===== src/rtl/muldiv_unit.sv =====
// Iterative 32-cycle MULT/MULTU/DIV/DIVU unit with architectural HI/LO registers.
// Define MULDIV_DIV_EN to include the divide datapath; otherwise divide launches are ignored.
module muldiv_unit #(
    parameter int WIDTH = 32
) (
    input  logic             clk,
    input  logic             reset,
    input  logic [WIDTH-1:0] a,
    input  logic [WIDTH-1:0] b,
    input  logic             start,
    input  logic [1:0]       op,
    input  logic             mthi,
    input  logic             mtlo,
    output logic             busy,
    output logic             done,
    output logic             divzero,
    output logic [WIDTH-1:0] hi,
    output logic [WIDTH-1:0] lo
);
    typedef enum logic [1:0] {S_IDLE, S_CALC, S_FIX} state_t;

    state_t             r_state;
    logic [4:0]         r_cnt;
    logic               r_busy;
    logic               r_done;
    logic [WIDTH-1:0]   r_hi;
    logic [WIDTH-1:0]   r_lo;
    logic [2*WIDTH-1:0] r_acc;
    logic [WIDTH-1:0]   r_opb;
    logic               r_neg_q;
`ifdef MULDIV_DIV_EN
    logic               r_divzero;
    logic               r_neg_r;
    logic               r_is_div;
    logic               r_bzero;
`endif

    function automatic logic [WIDTH-1:0] mag(input logic [WIDTH-1:0] x, input logic sgn);
        return (sgn && x[WIDTH-1]) ? (~x + 1'b1) : x;
    endfunction

    function automatic logic [WIDTH-1:0] neg_w(input logic [WIDTH-1:0] x, input logic n);
        return n ? (~x + 1'b1) : x;
    endfunction

    function automatic logic [2*WIDTH-1:0] neg_2w(input logic [2*WIDTH-1:0] x, input logic n);
        return n ? (~x + 1'b1) : x;
    endfunction

    logic               w_op_ok;
    logic               w_launch;
    logic               w_a_neg;
    logic               w_b_neg;
    logic [WIDTH:0]     w_mul_sum;
    logic [2*WIDTH-1:0] w_mul_next;
    logic [2*WIDTH-1:0] w_acc_next;
    logic [2*WIDTH-1:0] w_prod;
    logic [WIDTH-1:0]   w_fix_hi;
    logic [WIDTH-1:0]   w_fix_lo;

`ifdef MULDIV_DIV_EN
    assign w_op_ok = 1'b1;
`else
    assign w_op_ok = ~op[1];
`endif
    assign w_launch = (r_state == S_IDLE) && start && w_op_ok;
    assign w_a_neg  = op[0] & a[WIDTH-1];
    assign w_b_neg  = op[0] & b[WIDTH-1];

    // Shift-add: low half holds the remaining multiplier bits, high half the partial sum.
    assign w_mul_sum  = {1'b0, r_acc[2*WIDTH-1:WIDTH]} + (r_acc[0] ? {1'b0, r_opb} : '0);
    assign w_mul_next = {w_mul_sum, r_acc[WIDTH-1:1]};
    assign w_prod     = neg_2w(r_acc, r_neg_q);

`ifdef MULDIV_DIV_EN
    logic [WIDTH:0]     w_div_trial;
    logic [2*WIDTH-1:0] w_div_next;

    // Restoring step: high half is the partial remainder, quotient bits shift into the low half.
    assign w_div_trial = r_acc[2*WIDTH-1:WIDTH-1] - {1'b0, r_opb};
    assign w_div_next  = w_div_trial[WIDTH] ? {r_acc[2*WIDTH-2:0], 1'b0}
                                            : {w_div_trial[WIDTH-1:0], r_acc[WIDTH-2:0], 1'b1};
    assign w_acc_next  = r_is_div ? w_div_next : w_mul_next;
    assign w_fix_hi    = r_is_div ? neg_w(r_acc[2*WIDTH-1:WIDTH], r_neg_r) : w_prod[2*WIDTH-1:WIDTH];
    assign w_fix_lo    = !r_is_div ? w_prod[WIDTH-1:0] :
                         r_bzero   ? {WIDTH{1'b1}} : neg_w(r_acc[WIDTH-1:0], r_neg_q);
    assign divzero     = r_divzero;
`else
    assign w_acc_next  = w_mul_next;
    assign w_fix_hi    = w_prod[2*WIDTH-1:WIDTH];
    assign w_fix_lo    = w_prod[WIDTH-1:0];
    assign divzero     = 1'b0;
`endif

    // Datapath registers carry no reset; they are always reloaded at launch.
    always_ff @(posedge clk) begin
        if (w_launch) begin
            r_acc   <= {{WIDTH{1'b0}}, mag(a, op[0])};
            r_opb   <= mag(b, op[0]);
            r_neg_q <= w_a_neg ^ w_b_neg;
`ifdef MULDIV_DIV_EN
            r_neg_r  <= w_a_neg;
            r_is_div <= op[1];
            r_bzero  <= (b == '0);
`endif
        end else if (r_state == S_CALC) begin
            r_acc <= w_acc_next;
        end
    end

    always_ff @(posedge clk) begin
        if (reset) begin
            r_state <= S_IDLE;
            r_cnt   <= 5'd0;
            r_busy  <= 1'b0;
            r_done  <= 1'b0;
            r_hi    <= '0;
            r_lo    <= '0;
`ifdef MULDIV_DIV_EN
            r_divzero <= 1'b0;
`endif
        end else begin
            r_done <= 1'b0;
`ifdef MULDIV_DIV_EN
            r_divzero <= 1'b0;
`endif
            case (r_state)
                S_IDLE: begin
                    if (w_launch) begin
                        r_state <= S_CALC;
                        r_cnt   <= 5'd31;
                        r_busy  <= 1'b1;
                    end else if (!start) begin
                        if (mthi) r_hi <= a;
                        if (mtlo) r_lo <= a;
                    end
                end
                S_CALC: begin
                    if (r_cnt == 5'd0) r_state <= S_FIX;
                    else               r_cnt   <= r_cnt - 5'd1;
                end
                S_FIX: begin
                    r_hi    <= w_fix_hi;
                    r_lo    <= w_fix_lo;
                    r_done  <= 1'b1;
                    r_busy  <= 1'b0;
                    r_state <= S_IDLE;
`ifdef MULDIV_DIV_EN
                    r_divzero <= r_is_div & r_bzero;
`endif
                end
                default: begin
                    r_state <= S_IDLE;
                    r_busy  <= 1'b0;
                end
            endcase
        end
    end

    assign busy = r_busy;
    assign done = r_done;
    assign hi   = r_hi;
    assign lo   = r_lo;
endmodule

===== config.mk =====
export PLATFORM = sky130hd
export DESIGN_NAME = muldiv_unit
export DESIGN_NICKNAME = d
export VERILOG_FILES = /design/src/rtl/muldiv_unit.sv
export SDC_FILE = /design/constraint.sdc
export NUM_CORES = 1
export LEC_CHECK = 0
export ABC_AREA = 1
export CAP_MARGIN = 20
export CORE_MARGIN = 10
export CORE_UTILIZATION = 35
export CTS_CLUSTER_DIAMETER = 30
export DETAILED_ROUTE_END_ITERATION = 16
export DONT_BUFFER_PORTS = 1
export PLACE_DENSITY = 0.56
export SETUP_SLACK_MARGIN = 0.2
export SYNTH_ARGS = -nofsm -noshare
export SYNTH_HDL_FRONTEND = slang
export SYNTH_SLANG_ARGS = --single-unit
export TNS_END_PERCENT = 30

===== constraint.sdc =====
create_clock -name clk -period 5.1 [get_ports clk]
set_input_delay 0.255 -clock clk [delete_from_list [all_inputs] [get_ports clk]]
set_output_delay 0.255 -clock clk [all_outputs]
set_load 0.05 [all_outputs]

==> metrics.md <==
| Metric | Value |
|---|---|
| Syn Inst Count | 2019 |
| Min-Delay Path Depth | 1 |
| Port Buf Inserts | 0 |
| Initial antenna violation count | 1 |
| CP Max Fanout | 58 |
| Clock transition at path regs | 0.07 ns |
| Routed wire per std cell | 19.2 um |
| Max Cap Viol | 0 |
| Max layer used | met4 |
| Setup ws final | 2.53 ns |
| Setup Skew | 0.0173 ns |
| Slew HR | 42.4% |
| CTS H-Tree Depth | 4 |
| Vias per inst | 5.34 |
| R2R Path End | hi[9]$_SDFFE_PP0P_ |
| Critical path type | flip-flop to flip-flop |
| Worst setup EP type | flip-flop |
| CP startpoint kind | flip-flop |
| Mapped Area | 12900 um2 |
| FP Rows | 70 |
| Vias | 13290 |
| Pleak | 6.52 nW |
| Die Area | 44800 um2 |
| Total gr overflow | 0 |
| Status | finished clean |
| Cells along the critical path | inv_2 -> nor2_4 -> buf_4 -> nand3_1 -> a21oi_1 |
| CTS max path bufs | 2 |
| Final setup TNS | 0 ns |
| Final GP Congestion | 0.980 |
| CP max-delay cell | buf_4 |
| Synth Flop Type | dfxtp_1 |
| WP buf/inv | 2 |
| Die height | 212 um |
| Top cell type's share of synthesized area | 16.4% |
| Final slew viol count | 0 |
| Drt drc | 0 |
| Slowest stage delay, CP | 0.69 ns |
| Worst hold endpoint | r_opb[25]$_DFFE_PP_ |
| Mapped Nets | 2128 |
| Initial Utilization | 35.3% |
| Fin. Hold Viols | 0 |
| Synthesized area per cell | 6.37 um2 |
| IO Pins | 138 |
| Top cells by area, synth | dfxtp_1 16%, edfxtp_1 15%, nand2_1 14%, nor2_1 8.3%, inv_1 7.8% |
| RSZ-0062 raised after global routing | false |
| Met3 WL post-DR | 3090 um |
| CTS sink cnt | 170 |
| R2R setup slack | 2.53 ns |
| Reg2Reg Depth | 5 |
| Final Setup Violations | 0 |
| Vias in the first global route | 12480 |
| First-pass GRT wire length | 73000 um |
| Post-synth EDFFs | 65 |
| Final Total Pwr | 4.87 mW |
| PwrDens | 343 nW/um2 |
| Pin count of the biggest net entering global routing | 66 |
| Worst setup path startpoint | r_state[1]$_SDFFE_PP0P_ |
| Detailed placer's ending HPWL | 37200 um |
| TritonCTS buffer count | 17 |
| Iter 0 DRT Violations | 1197 |
| Post-synth cell types | 49 |
| Layout area overhead | 10.3% |
| Post-Route WL | 47700 um |
| Worst VDD drop | 268 uV |
| Later-pin clock latency in the skew report | 0.47 ns |
| Routed met2 length | 22800 um |
| Synth warnings | 0 |
| CTS tree | done |
| GRT Total Usage | 21.1% |
| Final period utilization | 50.5% |
| DRT Pass-1 Iters | 5 |
| Register area share after synthesis | 31.5% |
| Root buffer cell | clkbuf_16 |
| Antenna-violating nets left | 0 |
| Final #Nets | 2117 |
| Hold WC Path Type | input port to flip-flop |
| Min Tclk post-route | 2.57 ns |
| Hold Startpoint | b[25] |
| Yosys reg bits | 170 |
| Worst Tran Pin Value | 0.862 ns |
| Met1 wire length | 20600 um |
| Reg2Reg Launch Point | r_state[1]$_SDFFE_PP0P_ |
| Core area | 36400 um2 |
| WP data arrival | 2.96 ns |
| Crit path max-delay family | simple AND/OR/NAND/NOR gates |
| Req. time, crit path | 5.49 ns |
| Share of cells above drive strength 1 | 5.15% |
| Leading area contributor after synthesis | dfxtp_1 |
| Fraction of registers with async set/reset | 0% |
| Post-place setup slack | 2.20 ns |
| Chip width | 212 um |
| F_max | 389 MHz |
repair_timing:
action | 4_1_cts | 5_1_grt
hold endpoints to repair | 32 | 2
hold buffers | 23 | 2
gates resized for setup | 0 | 0
setup buffers | 0 | 0
area by class of cell:
cell class / instances / area [um2]
antenna: 1 / 2.50
clock buffer: 19 / 464
clock inverter: 13 / 155
fill: 4014 / 22300
inverter: 273 / 1030
multi-input combinational: 1508 / 7510
sequential: 170 / 4050
tap: 468 / 586
timing repair buffer: 38 / 388
worst reg2reg max path, delay by kind of cell, from the launching register on:
kind                   cells  cell delay, ns
buffers and inverters      2            0.81
AOI/OAI and AO/OA          1            0.20
DFF                        1            0.43
and+or+nand+nor            2            1.07
metrics by stage:
| step | hold WS (ns) | cells | cell area (um2) | util, % |
|---|---|---|---|---|
| after global routing | 0.00867 | 2489 | 14200 | 38.9 |
| after CTS | 0.000265 | 2485 | 14100 | 38.7 |
| after global placement | 0.328 | 2430 | 13300 | 36.4 |
| final | 0.0189 | 2490 | 14200 | 38.9 |
| after detailed placement | 0.331 | 2430 | 13300 | 36.4 |
| after floorplan | 0.354 | 2019 | 12900 | - |
cell usage after synthesis (all sizes together) (10+ instances only):
cell type	instances
a21oi	126
nand3	194
xnor2	11
nor3	16
xor2	53
nand2	490
o21bai	10
clkbuf	51
nand4	32
dfxtp	105
edfxtp	65
ha	37
nor2	301
o21ai	195
inv	272
buf	17
metal layers:
| metal | GRT usage, % | vias up |
|---|---|---|
| met4 | 7.09 | 0 |
| met1 | 26.7 | 6239 |
| met3 | 3.76 | 71 |
| li1 | - | 6537 |
| met2 | 35.3 | 443 |
| met5 | 0 | - |
registers in the layout (all words and copies together) (netlist names):
| name | cells |
|---|---|
| r_state | 2 |
| done | 1 |
| r_acc | 64 |
| hi | 32 |
| r_opb | 32 |
| busy | 1 |
| r_neg_q | 1 |
| lo | 32 |
| r_cnt | 5 |
layout by cell type, fill, tap and decap left out, types with 10 or more instances in the layout:
cell type / n
nor2_1: 284
ha_1: 37
buf_4: 11
nand4_1: 32
o21ai_0: 176
dlygate4sd3_1: 25
inv_1: 266
dfxtp_1: 105
clkbuf_16: 18
xor2_1: 53
xnor2_1: 11
nand3_1: 187
a21oi_1: 126
o21bai_1: 10
nor3_1: 13
nand2_1: 481
edfxtp_1: 65
power by group:
group / leakage (nW) / switching, mW / internal (mW) / total (mW)
sequential: 1.48 / 0.406 / 1.60 / 2.01
combinational: 4.72 / 0.980 / 0.476 / 1.46
clock: 0.308 / 0.625 / 0.778 / 1.40
total: 6.52 / 2.01 / 2.86 / 4.87
worst max-delay path by stage:
| stage | end | cells past startpoint |
|---|---|---|
| detailed placement | r_acc[62]$_SDFFE_PP0P_ | 15 |
| global route | r_acc[54]$_SDFFE_PP0P_ | 16 |
| finish | hi[9]$_SDFFE_PP0P_ | 5 |
| global placement | r_acc[58]$_SDFFE_PP0P_ | 15 |
| floorplan | r_acc[49]$_SDFFE_PP0P_ | 18 |
| CTS | r_acc[54]$_SDFFE_PP0P_ | 15 |
logic make-up (layout without fill, tap and decap cells):
kind of cell	count (synthesis)	in the layout	synth area share, %
xor+xnor	64	64	4.36
buf+inv	341	343	10.2
fa+ha+maj	38	38	3.76
simple gates	1052	1052	35.4
other cells	1	2	0.0292
flops	170	170	31.5
compound gates	353	353	14.7
Note: power is estimated with default switching activity, not from simulation.
